### src/rtl/mult_pkg.sv
// Shared types and constants for the nibble-serial 8x8 multiplier.
package mult_pkg;

  typedef enum logic [1:0] {
    IDLE = 2'd0,
    CALC = 2'd1,
    DONE = 2'd2
  } state_t;

  localparam int unsigned NIB_W  = 4;
  localparam int unsigned OP_W   = 8;
  localparam int unsigned PROD_W = 16;
  localparam int unsigned ACC_W  = 20;

  // Left shift applied to the tree product for each nibble-pair step.
  function automatic logic [3:0] shift_for(input logic [1:0] cnt);
    case (cnt)
      2'd0:    shift_for = 4'd0;
      2'd1:    shift_for = 4'd4;
      2'd2:    shift_for = 4'd4;
      default: shift_for = 4'd8;
    endcase
  endfunction

endpackage

### src/rtl/nibble_mult8_seq_wallace.sv
// Existing combinational 4x4 unsigned multiplier (Wallace tree reduction).
module WallaceTree4bit (
  input  logic [3:0] A,
  input  logic [3:0] B,
  output logic [7:0] prod
);

  logic [7:0] pp0, pp1, pp2, pp3;
  logic [7:0] s1, c1, s2, c2;

  assign pp0 = {4'b0, A & {4{B[0]}}};
  assign pp1 = {3'b0, A & {4{B[1]}}, 1'b0};
  assign pp2 = {2'b0, A & {4{B[2]}}, 2'b0};
  assign pp3 = {1'b0, A & {4{B[3]}}, 3'b0};

  // Two carry-save layers reduce four rows to two before the final add.
  assign s1 = pp0 ^ pp1 ^ pp2;
  assign c1 = {((pp0[6:0] & pp1[6:0]) | (pp0[6:0] & pp2[6:0]) | (pp1[6:0] & pp2[6:0])), 1'b0};
  assign s2 = s1 ^ c1 ^ pp3;
  assign c2 = {((s1[6:0] & c1[6:0]) | (s1[6:0] & pp3[6:0]) | (c1[6:0] & pp3[6:0])), 1'b0};

  assign prod = s2 + c2;

endmodule

### src/rtl/nibble_mult8_seq.sv
// Sequential 8x8 multiplier: four nibble products through one 4x4 tree,
// valid/ready on both sides. Define NIBBLE_MULT8_SIGNED_EN for two's complement.
module nibble_mult8_seq
  import mult_pkg::*;
(
  input  logic                clk,
  input  logic                rst_n,
  input  logic                in_valid,
  output logic                in_ready,
  input  logic [OP_W-1:0]     in_a,
  input  logic [OP_W-1:0]     in_b,
  output logic                out_valid,
  input  logic                out_ready,
  output logic [PROD_W-1:0]   out_prod,
  output logic                busy
);

  state_t              state;
  logic [1:0]          cnt;
  logic [OP_W-1:0]     op_a, op_b;
  logic [ACC_W-1:0]    acc, sum;
  logic [NIB_W-1:0]    tree_a, tree_b;
  logic [2*NIB_W-1:0]  tree_prod;
  logic [PROD_W-1:0]   result;

  WallaceTree4bit u_tree (
    .A    (tree_a),
    .B    (tree_b),
    .prod (tree_prod)
  );

  assign in_ready = (state == IDLE);

  // Tree inputs stay at zero outside CALC so the tree is quiet when idle.
  always_comb begin
    tree_a = '0;
    tree_b = '0;
    if (state == CALC) begin
      tree_a = cnt[1] ? op_a[7:4] : op_a[3:0];
      tree_b = cnt[0] ? op_b[7:4] : op_b[3:0];
    end
  end

  assign sum = acc + (ACC_W'(tree_prod) << shift_for(cnt));

`ifdef NIBBLE_MULT8_SIGNED_EN
  logic neg;

  function automatic logic [OP_W-1:0] mag(input logic [OP_W-1:0] v);
    mag = v[OP_W-1] ? OP_W'(-v) : v;
  endfunction

  assign result = neg ? PROD_W'(-sum[PROD_W-1:0]) : sum[PROD_W-1:0];
`else
  assign result = sum[PROD_W-1:0];
`endif

  always_ff @(posedge clk or negedge rst_n) begin
    if (!rst_n) begin
      state     <= IDLE;
      cnt       <= '0;
      op_a      <= '0;
      op_b      <= '0;
      acc       <= '0;
      out_prod  <= '0;
      out_valid <= 1'b0;
      busy      <= 1'b0;
`ifdef NIBBLE_MULT8_SIGNED_EN
      neg       <= 1'b0;
`endif
    end else begin
      case (state)
        IDLE: begin
          if (in_valid) begin
`ifdef NIBBLE_MULT8_SIGNED_EN
            op_a <= mag(in_a);
            op_b <= mag(in_b);
            neg  <= in_a[OP_W-1] ^ in_b[OP_W-1];
`else
            op_a <= in_a;
            op_b <= in_b;
`endif
            acc   <= '0;
            cnt   <= '0;
            busy  <= 1'b1;
            state <= CALC;
          end
        end
        CALC: begin
          acc <= sum;
          cnt <= cnt + 2'd1;
          if (cnt == 2'd3) begin
            out_prod  <= result;
            out_valid <= 1'b1;
            state     <= DONE;
          end
        end
        DONE: begin
          if (out_ready) begin
            out_valid <= 1'b0;
            busy      <= 1'b0;
            state     <= IDLE;
          end
        end
        default: begin
          out_valid <= 1'b0;
          busy      <= 1'b0;
          state     <= IDLE;
        end
      endcase
    end
  end

endmodule
### config.mk
export PLATFORM = sky130hd
export DESIGN_NAME = nibble_mult8_seq
export DESIGN_NICKNAME = d
export VERILOG_FILES = /design/src/rtl/mult_pkg.sv /design/src/rtl/nibble_mult8_seq_wallace.sv /design/src/rtl/nibble_mult8_seq.sv
export SDC_FILE = /design/constraint.sdc
export NUM_CORES = 1
export LEC_CHECK = 0
export ABC_AREA = 1
export CAP_MARGIN = 20
export CORE_MARGIN = 4
export CORE_UTILIZATION = 55
export CTS_CLUSTER_DIAMETER = 80
export CTS_CLUSTER_SIZE = 30
export DETAILED_ROUTE_END_ITERATION = 10
export PLACE_DENSITY = 0.87
export SKIP_LAST_GASP = 1
export SLEW_MARGIN = 20
export SYNTH_ARGS = -nofsm -noshare
export SYNTH_HDL_FRONTEND = slang
export SYNTH_SLANG_ARGS = --single-unit
### constraint.sdc
create_clock -name clk -period 6 [get_ports clk]
set_input_delay 1.2 -clock clk [delete_from_list [all_inputs] [get_ports clk]]
set_output_delay 1.2 -clock clk [all_outputs]
set_load 0.02 [all_outputs]
==> key figures, run 1 <==
Min path
  • Hold EP: out_prod[6]
  • Min-delay src: out_prod[6]
  • Hold depth: 2
  • Worst Hold Class: flip-flop to flip-flop

Route
  • Vias: 3,142
  • Routed wire per std cell: 14.3 µm
  • Overall routed net length: 8210 µm
  • Vias/cell: 5.46
  • Drt drc: 0
  • Drt first-iter violations: 234
  • DRT Pass-1 Iters: 5
  • Routed Antenna Nets: 0

Die
  • I/O pin count: 39
  • Die Height: 89.2 µm
  • Total core area: 0.00639 mm²
  • Die Area: 0.00795 mm²
  • Initial Util: 56.7%
  • FP Rows: 29
  • Die Wd: 89.2 µm

Clock network
  • H-tree levels: 2
  • Clk_lat worst skew: 0.31 ns
  • Root Driver: clkbuf_8
  • TritonCTS buffer count: 5
  • CTS resizes: 0
  • Clock transition at the registers of the reported paths: 0.10 ns
  • CTS tree: done
  • Num Clock Sinks: 54
  • Longest Clk Path Bufs: 2
  • Hold buffers post-CTS: 0
  • Post-CTS Setup Bufs: 0

Global routing
  • Gr usage total: 22.2%
  • Largest net degree at the start of global routing: 55
  • Vias in the first global route: 3,222
  • Busiest grt layer: met2
  • Grt ovf: 0
  • GRT met3 Usage: 4.06%
  • Initial antenna violation count: 0
  • M1 GR Usage: 27.8%
  • M2 GR Usage: 38.2%
  • First-pass GRT wire length: 13,900 µm

Timing
  • Slew headroom: 54.5%
  • Fin crit share: 84.1%
  • Slew @ Worst Pin: 0.682 ns
  • Max Slew Vio Count: 0
  • Final setup TNS: 0 ns
  • Post-layout min period: 5.05 ns
  • Worst Skew: 0.00956 ns
  • Final Hold Fails: 0
  • Final setup vio count: 0
  • Max Fclk: 198 MHz
  • Worst hold margin: 0.484 ns
  • Unrepaired setup endpoints after global routing: no

Synth
  • Post-synthesis sequential area ratio: 37.3%
  • Syn_nets: 511
  • Leading area contributor after synthesis: dfrtp_1
  • Post-synthesis area per instance: 7.86 µm²
  • Primary FF master, synth: dfrtp_1
  • Synth Register Bits: 54
  • YS warnings: 0
  • Cells after synthesis: 461
  • Async SR Flop Fraction: 100%
  • Post-Syn Area: 0.00362 mm²
  • Number of synthesized flops with an enable pin: 0
  • Yosys cell types: 42
  • Post-synth top area share: 37.3%
  • Top post-synthesis cells by area: dfrtp_1, nand2_1, ha_1

Finish
  • Commonest cells after routing, fill and taps aside: nand2_1, dfrtp_1, nor2_1
  • Commonest non-fill, non-tap cell in the layout: nand2_1
  • Antenna diode count: 0
  • Nets: 547
  • Fin util: 64.7%
  • Layout Cells excl Fill: 575
  • Final Cell Area: 0.00413 mm²
  • Share of layout cells above drive strength 1: 9.64%
  • Area grow syn2layout: 14.0%

Worst setup path
  • CP startpoint kind: flip-flop
  • CP Data Arrival Time: 5.25 ns
  • Reg2reg start: state[1]
  • Worst Setup Path Type: flip-flop to flip-flop
  • CP Max Fanout: 17
  • Required @ worst endpoint: 6.21 ns
  • Flop2flop setup slack: 0.95 ns
  • Worst R2R End: out_prod[7]
  • Worst Reg2Reg Path Length in Cells: 23
  • CP Capture Type: flip-flop

Power and ir drop
  • Sw Share: 49.6%
  • VDD IR max: 0.410 mV
  • Internal: 1.20 mW
  • Lkg Pwr: 2.23 nW
  • Clock Power Share: 8.8%
  • Reg power frac: 26.4%
  • Combinational share of power: 64.9%
  • P_sw: 1.18 mW
  • PD cells: 578 mW/mm²

Flow run
  • Max cap viols: 0

Placement
  • Port-buffer cells: 38
  • GPL Wtd Cong: 1.01
  • DP Wirelength: 6070 µm
  • Placed insts: 567
  • Placed inst area: 0.00404 mm²

Run status
  • Status: finished, final reports clean
area by class of cell:
class / count / area [µm²]
inverter: 52 / 198
timing repair buffer: 39 / 383
clock inverter: 1 / 5.00
fill: 533 / 2260
clock buffer: 7 / 86.3
multi-input combinational: 345 / 2010
sequential: 54 / 1350
tap: 77 / 96.3
power groups by stage:
stage          Combinational [mW]  Clock [mW]  Sequential (mW)
2_1_floorplan                1.12           0            0.658
3_3_place_gp                 1.45           0            0.626
3_5_place_dp                 1.52           0            0.633
4_1_cts                      1.53       0.218            0.629
5_1_grt                      1.73       0.230            0.649
6_report                     1.55       0.209            0.629
worst max-delay path: stages (launching register included):
cell and delay, ns:
dfrtp_1 0.45, nor2_4 0.36, inv_4 0.17, a21oi_1 0.15
inv_1 0.09, or2_1 0.26, fa_1 0.55, inv_1 0.06
fa_1 0.47, ha_1 0.22, fa_1 0.41, nand2_1 0.13
inv_1 0.06, o21ai_0 0.13, o21ai_0 0.13, nor2_1 0.12
ha_1 0.29, nand2_1 0.10, inv_1 0.06, a21oi_1 0.14
nand2_1 0.16, or2_2 0.33, nand3_1 0.07, nand2_1 0.06
registers in the layout, summed over array words and instances, names as in the netlist:
signal     count
acc           16
out_prod      16
op_a           8
op_b           8
cnt            2
state          2
busy           1
out_valid      1
layer usage:
metal / vias up / share of wire, %
met5: - / 0
met4: 0 / 2.1
met3: 24 / 5.8
met2: 119 / 49
met1: 1462 / 44
li1: 1537 / -
Yosys cell counts (4+ instances only):
cell	n
xor2_1	4
o21ai_1	7
o21ai_0	13
fa_1	7
nor2_1	45
nand2_1	146
mux2_4	8
inv_1	44
inv_2	7
ha_1	23
a21oi_1	15
buf_2	5
mux2_2	8
dfrtp_1	54
nor2_2	4
nand3_1	31
worst max path at each step:
stage / slack [ns] / cells past startpoint / from / endpoint
after floorplan: 1.69 / 23 / state[1] / acc[7]
after global placement: 1.20 / 23 / state[1] / out_prod[7]
after detailed placement: 1.06 / 23 / state[1] / out_prod[7]
after CTS: 0.98 / 23 / state[1] / out_prod[7]
after global routing: 0.57 / 24 / state[0] / acc[7]
final: 0.95 / 23 / state[1] / out_prod[7]
per-stage QoR:
stage,total power [mW],worst slack (ns)
2_1_floorplan,1.78,1.69
4_1_cts,2.38,0.979
3_3_place_gp,2.08,1.20
5_1_grt,2.61,0.565
6_report,2.39,0.954
3_5_place_dp,2.15,1.06
cells by family after synthesis:
family | synth area share, %
AO/OA/AOI/OAI | 6.98
XOR/XNOR | 1.69
flip-flops | 37.3
buffers and inverters | 7.19
multiplexers | 6.08
adder cells (fa/ha/maj) | 11.8
AND/OR/NAND/NOR | 28.9
(Power assumes the default switching activity.)
==> run 2: changes to the inputs <==
Clock period 6 ns to 5 ns, I/O delays scaled along.
==> run 2 against run 1 <==
Compared with the run above:
- via count decreased by 1.2%
- sequential share of layout area decreased by 0.20 points
- critical endpoint is now acc[7]
- critical path depth unchanged
- clock power increased by 20%
- clock skew hardly changed
- non-clock buffer count rose by 3
- critical path type unchanged
- count of clock-buffer cells in the layout unchanged
- largest cell class unchanged
==> key figures, run 2 (synthesis results as in run 1) <==
Die
  • Total core area: 0.00639 mm² (unchanged)
  • Die Wd: 89.2 µm (unchanged)
  • Die Height: 89.2 µm (unchanged)
  • Die Area: 0.00795 mm² (unchanged)
  • FP Rows: 29 (unchanged)
  • I/O pin count: 39 (unchanged)
  • Initial Util: 56.7% (unchanged)

Finish
  • Commonest non-fill, non-tap cell in the layout: nand2_1
  • Area grow syn2layout: 14.8%
  • Antenna diode count: 0 (unchanged)
  • Layout fillers: 529 (-0.75%)
  • Share of layout cells above drive strength 1: 10.6% (+0.94 points)
  • Commonest cells after routing, fill and taps aside: nand2_1, dfrtp_1, nor2_1
  • Nets: 550 (+0.55%)
  • Top flop regs: acc x16, out_prod x16

Power and ir drop
  • Total power: 2.91 mW (+22%)
  • Reg power frac: 26.0% (-0.4 points)
  • Sw Share: 49.3% (-0.31 points)
  • P_sw: 1.43 mW (+21%)
  • Combinational share of power: 65.4% (+0.5 points)
  • Internal: 1.48 mW (+23%)
  • VDD IR max: 0.513 mV (+25%)
  • Clock Power Share: 8.6% (-0.2 points)
  • Lkg Pwr: 2.24 nW (+0.53%)
  • PD cells: 699 mW/mm² (+21%)

Worst setup path
  • CP Data Arrival Time: 4.95 ns (-0.30 ns)
  • CP Max Fanout: 17 (unchanged)
  • Reg2reg start: state[1]
  • CP Capture Type: flip-flop
  • CP startpoint: state[1]
  • CP startpoint kind: flip-flop
  • Required @ worst endpoint: 5.20 ns (-1.01 ns)
  • Worst Reg2Reg Path Length in Cells: 23 (unchanged)
  • Worst Setup Path Type: flip-flop to flip-flop

Global routing
  • Gr usage total: 22.9% (+0.74 points)
  • Largest net degree at the start of global routing: 55 (unchanged)
  • First-pass GRT wire length: 14,400 µm (+3.6%)
  • Vias in the first global route: 3,233 (+0.34%)
  • Grt ovf: 0 (unchanged)
  • Initial antenna violation count: 0 (unchanged)

Clock network
  • CTS tree: done
  • Longest Clk Path Bufs: 2 (unchanged)
  • Clk_lat worst skew: 0.30 ns (about the same)
  • Num Clock Sinks: 54 (unchanged)
  • H-tree levels: 2 (unchanged)
  • TritonCTS buffer count: 5 (unchanged)
  • Hold buffers post-CTS: 0 (unchanged)
  • Root Driver: clkbuf_8
  • Clock transition at the registers of the reported paths: 0.09 ns (about the same)

Timing
  • Fin crit share: 95.1% (+11 points)
  • Final setup TNS: 0 ns (unchanged)
  • Worst Skew: 0.00957 ns (+0.0000111 ns)
  • Slew @ Worst Pin: 0.674 ns (-0.00857 ns)
  • Final Hold Fails: 0 (unchanged)
  • Max Fclk: 210 MHz (+6.2%)
  • Slew headroom: 55.1% (+0.57 points)
  • Final setup vio count: 0 (unchanged)
  • Post-layout min period: 4.75 ns (-0.294 ns)
  • Max Slew Vio Count: 0 (unchanged)

Route
  • Vias/cell: 5.37 (-1.7%)
  • DRT Pass-1 Iters: 5 (unchanged)
  • Drt drc: 0 (unchanged)
  • Routed Antenna Nets: 0 (unchanged)
  • Overall routed net length: 8260 µm (+0.55%)
  • Drt first-iter violations: 320 (+37%)
  • Vias: 3,105 (-1.2%)
  • Routed wire per std cell: 14.3 µm (about the same)

Min path
  • Hold depth: 2 (unchanged)
  • Min-delay src: out_prod[5]
  • Worst Hold Class: flip-flop to flip-flop

Placement
  • DP Wirelength: 6170 µm (+1.7%)
  • Port-buffer cells: 38 (unchanged)
  • GPL Wtd Cong: 1.00 (-1.2%)

Flow run
  • Max cap viols: 0 (unchanged)

Run status
  • Status: finished, final reports clean
## run 2: cell count changes in the layout (fill, tap and decap cells not counted), sizes merged
cell  before  now
buf        2    5
## run 2: per-stage QoR
step           area (µm²)  hold WS [ns]  instances  util (%)  setup slack, ns
6_report             4160         0.482        578      65.1            0.247
5_1_grt              4160         0.520        578      65.1          -0.0738
3_3_place_gp         4050         0.462        568      63.4            0.449
2_1_floorplan        3620         0.456        461         -            0.687
3_5_place_dp         4050         0.464        568      63.4            0.284
4_1_cts              4140         0.489        576      64.8            0.253
## run 2: layout make-up
| type | instances | area [µm²] | area share, % |
|---|---|---|---|
| flip-flops and latches | 54 | 1350 | 32.5 |
| inverters | 52 | 200 | 4.81 |
| clock buffers | 7 | 86.3 | 2.08 |
| multi-input cells | 345 | 2010 | 48.4 |
| clock inverters | 1 | 5.00 | 0.120 |
| well taps | 77 | 96.3 | 2.32 |
| repair buffers | 42 | 405 | 9.75 |
## run 2: final timing paths
path / end / slack [ns]
worst min register to register: out_prod[5] / 0.48
worst max-delay path: acc[7] / 0.25
min in group asynchronous: out_prod[12] / 0.79
max in group asynchronous: state[1] / 3.70
worst min-delay path: out_prod[5] / 0.48
worst max register to register: acc[7] / 0.25
## run 2: worst max-delay path, stage by stage (launching register included)
cell and delay (ns):
dfrtp_2 0.45, nor2_4 0.16, inv_6 0.10, a21oi_1 0.13, inv_1 0.09, or2_1 0.25
fa_1 0.53, inv_1 0.05, fa_1 0.46, ha_1 0.23, fa_1 0.41, nand2_1 0.11
inv_1 0.06, o21ai_1 0.13, o21ai_1 0.10, nor2_1 0.14, ha_1 0.29, nand2_1 0.10
inv_1 0.07, a21oi_1 0.20, nand2_2 0.13, or2_2 0.31, nand3_1 0.08, nand2_1 0.06
## run 2: what timing repair did
action,4_1_cts,5_1_grt
gates resized for setup,0,5
setup endpoints to repair,0,12
setup buffers,0,2
endpoints found under the hold margin,0,0
## run 2: power groups by stage
stage                     clock network (mW)  logic [mW]  registers [mW]
after floorplan                            0        1.34           0.790
after detailed placement                   0        1.84           0.762
final                                  0.250        1.90           0.757
after CTS                              0.260        1.85           0.755
after global placement                     0        1.77           0.751
after global routing                   0.277        2.14           0.777
## run 2: per-layer routing
layer	wire (µm)	global-route usage (%)	up-vias
met2	4030	39.0	84
met4	103	6.36	0
met1	3660	30.4	1450
met3	461	3.69	16
met5	0	0	-
li1	-	-	1555
==> run 3: changes to the inputs <==
Settings changed: CELL_PAD_IN_SITES_DETAIL_PLACEMENT set to 1, CELL_PAD_IN_SITES_GLOBAL_PLACEMENT set to 2, CORE_UTILIZATION 55 to 34, GPL_ROUTABILITY_DRIVEN set to 0, PLACE_DENSITY 0.87 to 0.9.
Clock period 5 ns to 5.38 ns, I/O delays scaled along.
==> run 3 against run 2 <==
Compared with the run above:
- non-clock buffer count decreased by 2
- global-route usage decreased by 6.8 points
- highest routed layer unchanged
- total power decreased by 6.5%
- via count decreased by 1.2%
- clock power increased by 3%
- register-to-register slack improved by 0.38 ns
- fmax about the same
- final cell count increased by 9.9%
- flip-flop and latch count unchanged
- sequential share of layout area decreased by 0.54 points
==> key figures, run 3 (synthesis results as in run 1) <==
Finish
  • Final Cell Area: 0.00423 mm² (+1.6%)
  • Commonest non-fill, non-tap cell in the layout: nand2_1
  • Top flop regs: acc x16, out_prod x16
  • Layout Cells excl Fill: 635 (+9.9%)
  • Layout fillers: 1,290 (+140%)
  • Nets: 548 (-0.36%)
  • Share of layout cells above drive strength 1: 10.0% (-0.56 points)
  • Fin util: 40.7% (-24 points)
  • Antenna diode count: 0 (unchanged)
  • Area grow syn2layout: 16.6%
  • Commonest cells after routing, fill and taps aside: nand2_1, dfrtp_1, nor2_1

Global routing
  • Initial antenna violation count: 0 (unchanged)
  • Gr usage total: 16.2% (-6.8 points)
  • Vias in the first global route: 3,336 (+3.2%)
  • Largest net degree at the start of global routing: 55 (unchanged)
  • First-pass GRT wire length: 16,400 µm (+14%)
  • Grt ovf: 0 (unchanged)

Route
  • Overall routed net length: 9400 µm (+14%)
  • Drt first-iter violations: 130 (-59%)
  • Drt drc: 0 (unchanged)
  • Routed wire per std cell: 14.8 µm (+3.6%)
  • Routed Antenna Nets: 0 (unchanged)
  • Vias/cell: 4.83 (-10%)
  • DRT Pass-1 Iters: 4 (-1)
  • Vias: 3,069 (-1.2%)

Timing
  • Slew @ Worst Pin: 0.717 ns (+0.0434 ns)
  • Unrepaired setup endpoints after global routing: no
  • Max Fclk: 210 MHz (about the same)
  • Slew headroom: 52.2% (-2.9 points)
  • Fin crit share: 88.4% (-6.7 points)
  • Worst hold margin: 0.487 ns (+0.00492 ns)
  • Worst Skew: 0.00780 ns (-0.00178 ns)
  • Final setup vio count: 0 (unchanged)
  • Final setup TNS: 0 ns (unchanged)
  • Post-layout min period: 4.75 ns (+0.000976 ns)
  • Final Hold Fails: 0 (unchanged)
  • Max Slew Vio Count: 0 (unchanged)
  • Worst Slack Setup Final: 0.626 ns (+0.379 ns)

Worst setup path
  • Required @ worst endpoint: 5.59 ns (+0.39 ns)
  • CP Max Fanout: 17 (unchanged)
  • CP Data Arrival Time: 4.97 ns (+0.02 ns)
  • Critical path's slowest cell: fa_1
  • Cell family with most CP delay: adder cells
  • Crit-path max cell delay: 0.54 ns (about the same)
  • Bufs and invs on worst path: 5 (unchanged)
  • Crit-path cells: nor2_4 -> inv_4 -> a21oi_1 -> inv_1 -> or2_1 -> fa_1 -> inv_1 -> fa_1 -> ha_1 -> fa_1 -> nand2_1 -> inv_1 -> o21ai_0 -> o21ai_0 -> nor2_1 -> ha_1 -> nand2_1 -> inv_1 -> a21oi_1 -> nand2_1 -> or2_2 -> nand3_1 -> nand2_1
  • Worst Setup Path Type: flip-flop to flip-flop
  • CP startpoint kind: flip-flop
  • CP Capture Type: flip-flop

Die
  • Die Wd: 111 µm (+25%)
  • I/O pin count: 39 (unchanged)
  • Initial Util: 34.9% (-22 points)
  • Die Area: 0.0124 mm² (+56%)
  • Die Height: 111 µm (+25%)
  • FP Rows: 37 (+28%)
  • Total core area: 0.0104 mm² (+62%)

Clock network
  • TritonCTS buffer count: 5 (unchanged)
  • Post-CTS Setup Bufs: 0 (unchanged)
  • Num Clock Sinks: 54 (unchanged)
  • H-tree levels: 2 (unchanged)
  • Hold buffers post-CTS: 0 (unchanged)
  • Clock transition at the registers of the reported paths: 0.10 ns (about the same)
  • Longest Clk Path Bufs: 2 (unchanged)
  • Root Driver: clkbuf_8
  • CTS resizes: 0 (unchanged)
  • CTS tree: done
  • Clk_lat worst skew: 0.32 ns (+0.02 ns)

Placement
  • Placed inst area: 0.00412 mm² (+1.8%)
  • Pre-CTS setup slack: 0.610 ns (+0.326 ns)
  • DP Wirelength: 7310 µm (+18%)
  • Port-buffer cells: 38 (unchanged)
  • Placed insts: 627 (+10%)

Min path
  • Worst Hold Class: flip-flop to flip-flop

Power and ir drop
  • VDD IR max: 0.333 mV (-35%)
  • Total power: 2.72 mW (-6.5%)
  • Lkg Pwr: 2.24 nW (about the same)
  • PD cells: 644 mW/mm² (-7.9%)

Flow run
  • Max cap viols: 0 (unchanged)

Run status
  • Status: finished, final reports clean
## run 3: routing by layer
layer	track usage (%)	wire length (µm)	share of wire, %
met1	22.5	4710	50
met2	26.6	4350	46
met3	2.13	228	2.4
met4	4.14	104	1.1
met5	0	0	0
## run 3: layout make-up
| type | instances | area (µm²) | share of cell area (%) |
|---|---|---|---|
| Multi-Input combinational cell | 345 | 2010 | 47.6 |
| Tap cell | 136 | 170 | 4.03 |
| Timing Repair Buffer | 40 | 390 | 9.24 |
| Clock inverter | 1 | 8.76 | 0.207 |
| Clock buffer | 7 | 96.3 | 2.28 |
| Sequential cell | 54 | 1350 | 32.0 |
| Inverter | 52 | 198 | 4.68 |
## run 3: where the power goes
group / switching (mW) / internal [mW] / total [mW]
Sequential: 0.120 / 0.583 / 0.703
Clock: 0.138 / 0.118 / 0.257
Combinational: 1.10 / 0.658 / 1.76
## run 3: worst paths after layout
path / slack [ns] / cells after the start / start / endpoint
max: 0.63 / 23 / state[1] / out_prod[7]
min: 0.49 / 2 / out_prod[2] / out_prod[2]
max reg2reg: 0.63 / 23 / state[1] / out_prod[7]
min reg2reg: 0.49 / 2 / out_prod[2] / out_prod[2]
max in group asynchronous: 4.00 / 2 / rst_n / acc[14]
min in group asynchronous: 0.88 / 2 / rst_n / out_prod[1]
## run 3: worst register-to-register path: cells and delay by family (launching register included)
family	cells	cell delay, ns
flops	1	0.45
buf+inv	5	0.36
fa+ha+maj	5	1.94
compound gates	4	0.55
simple gates	9	1.34
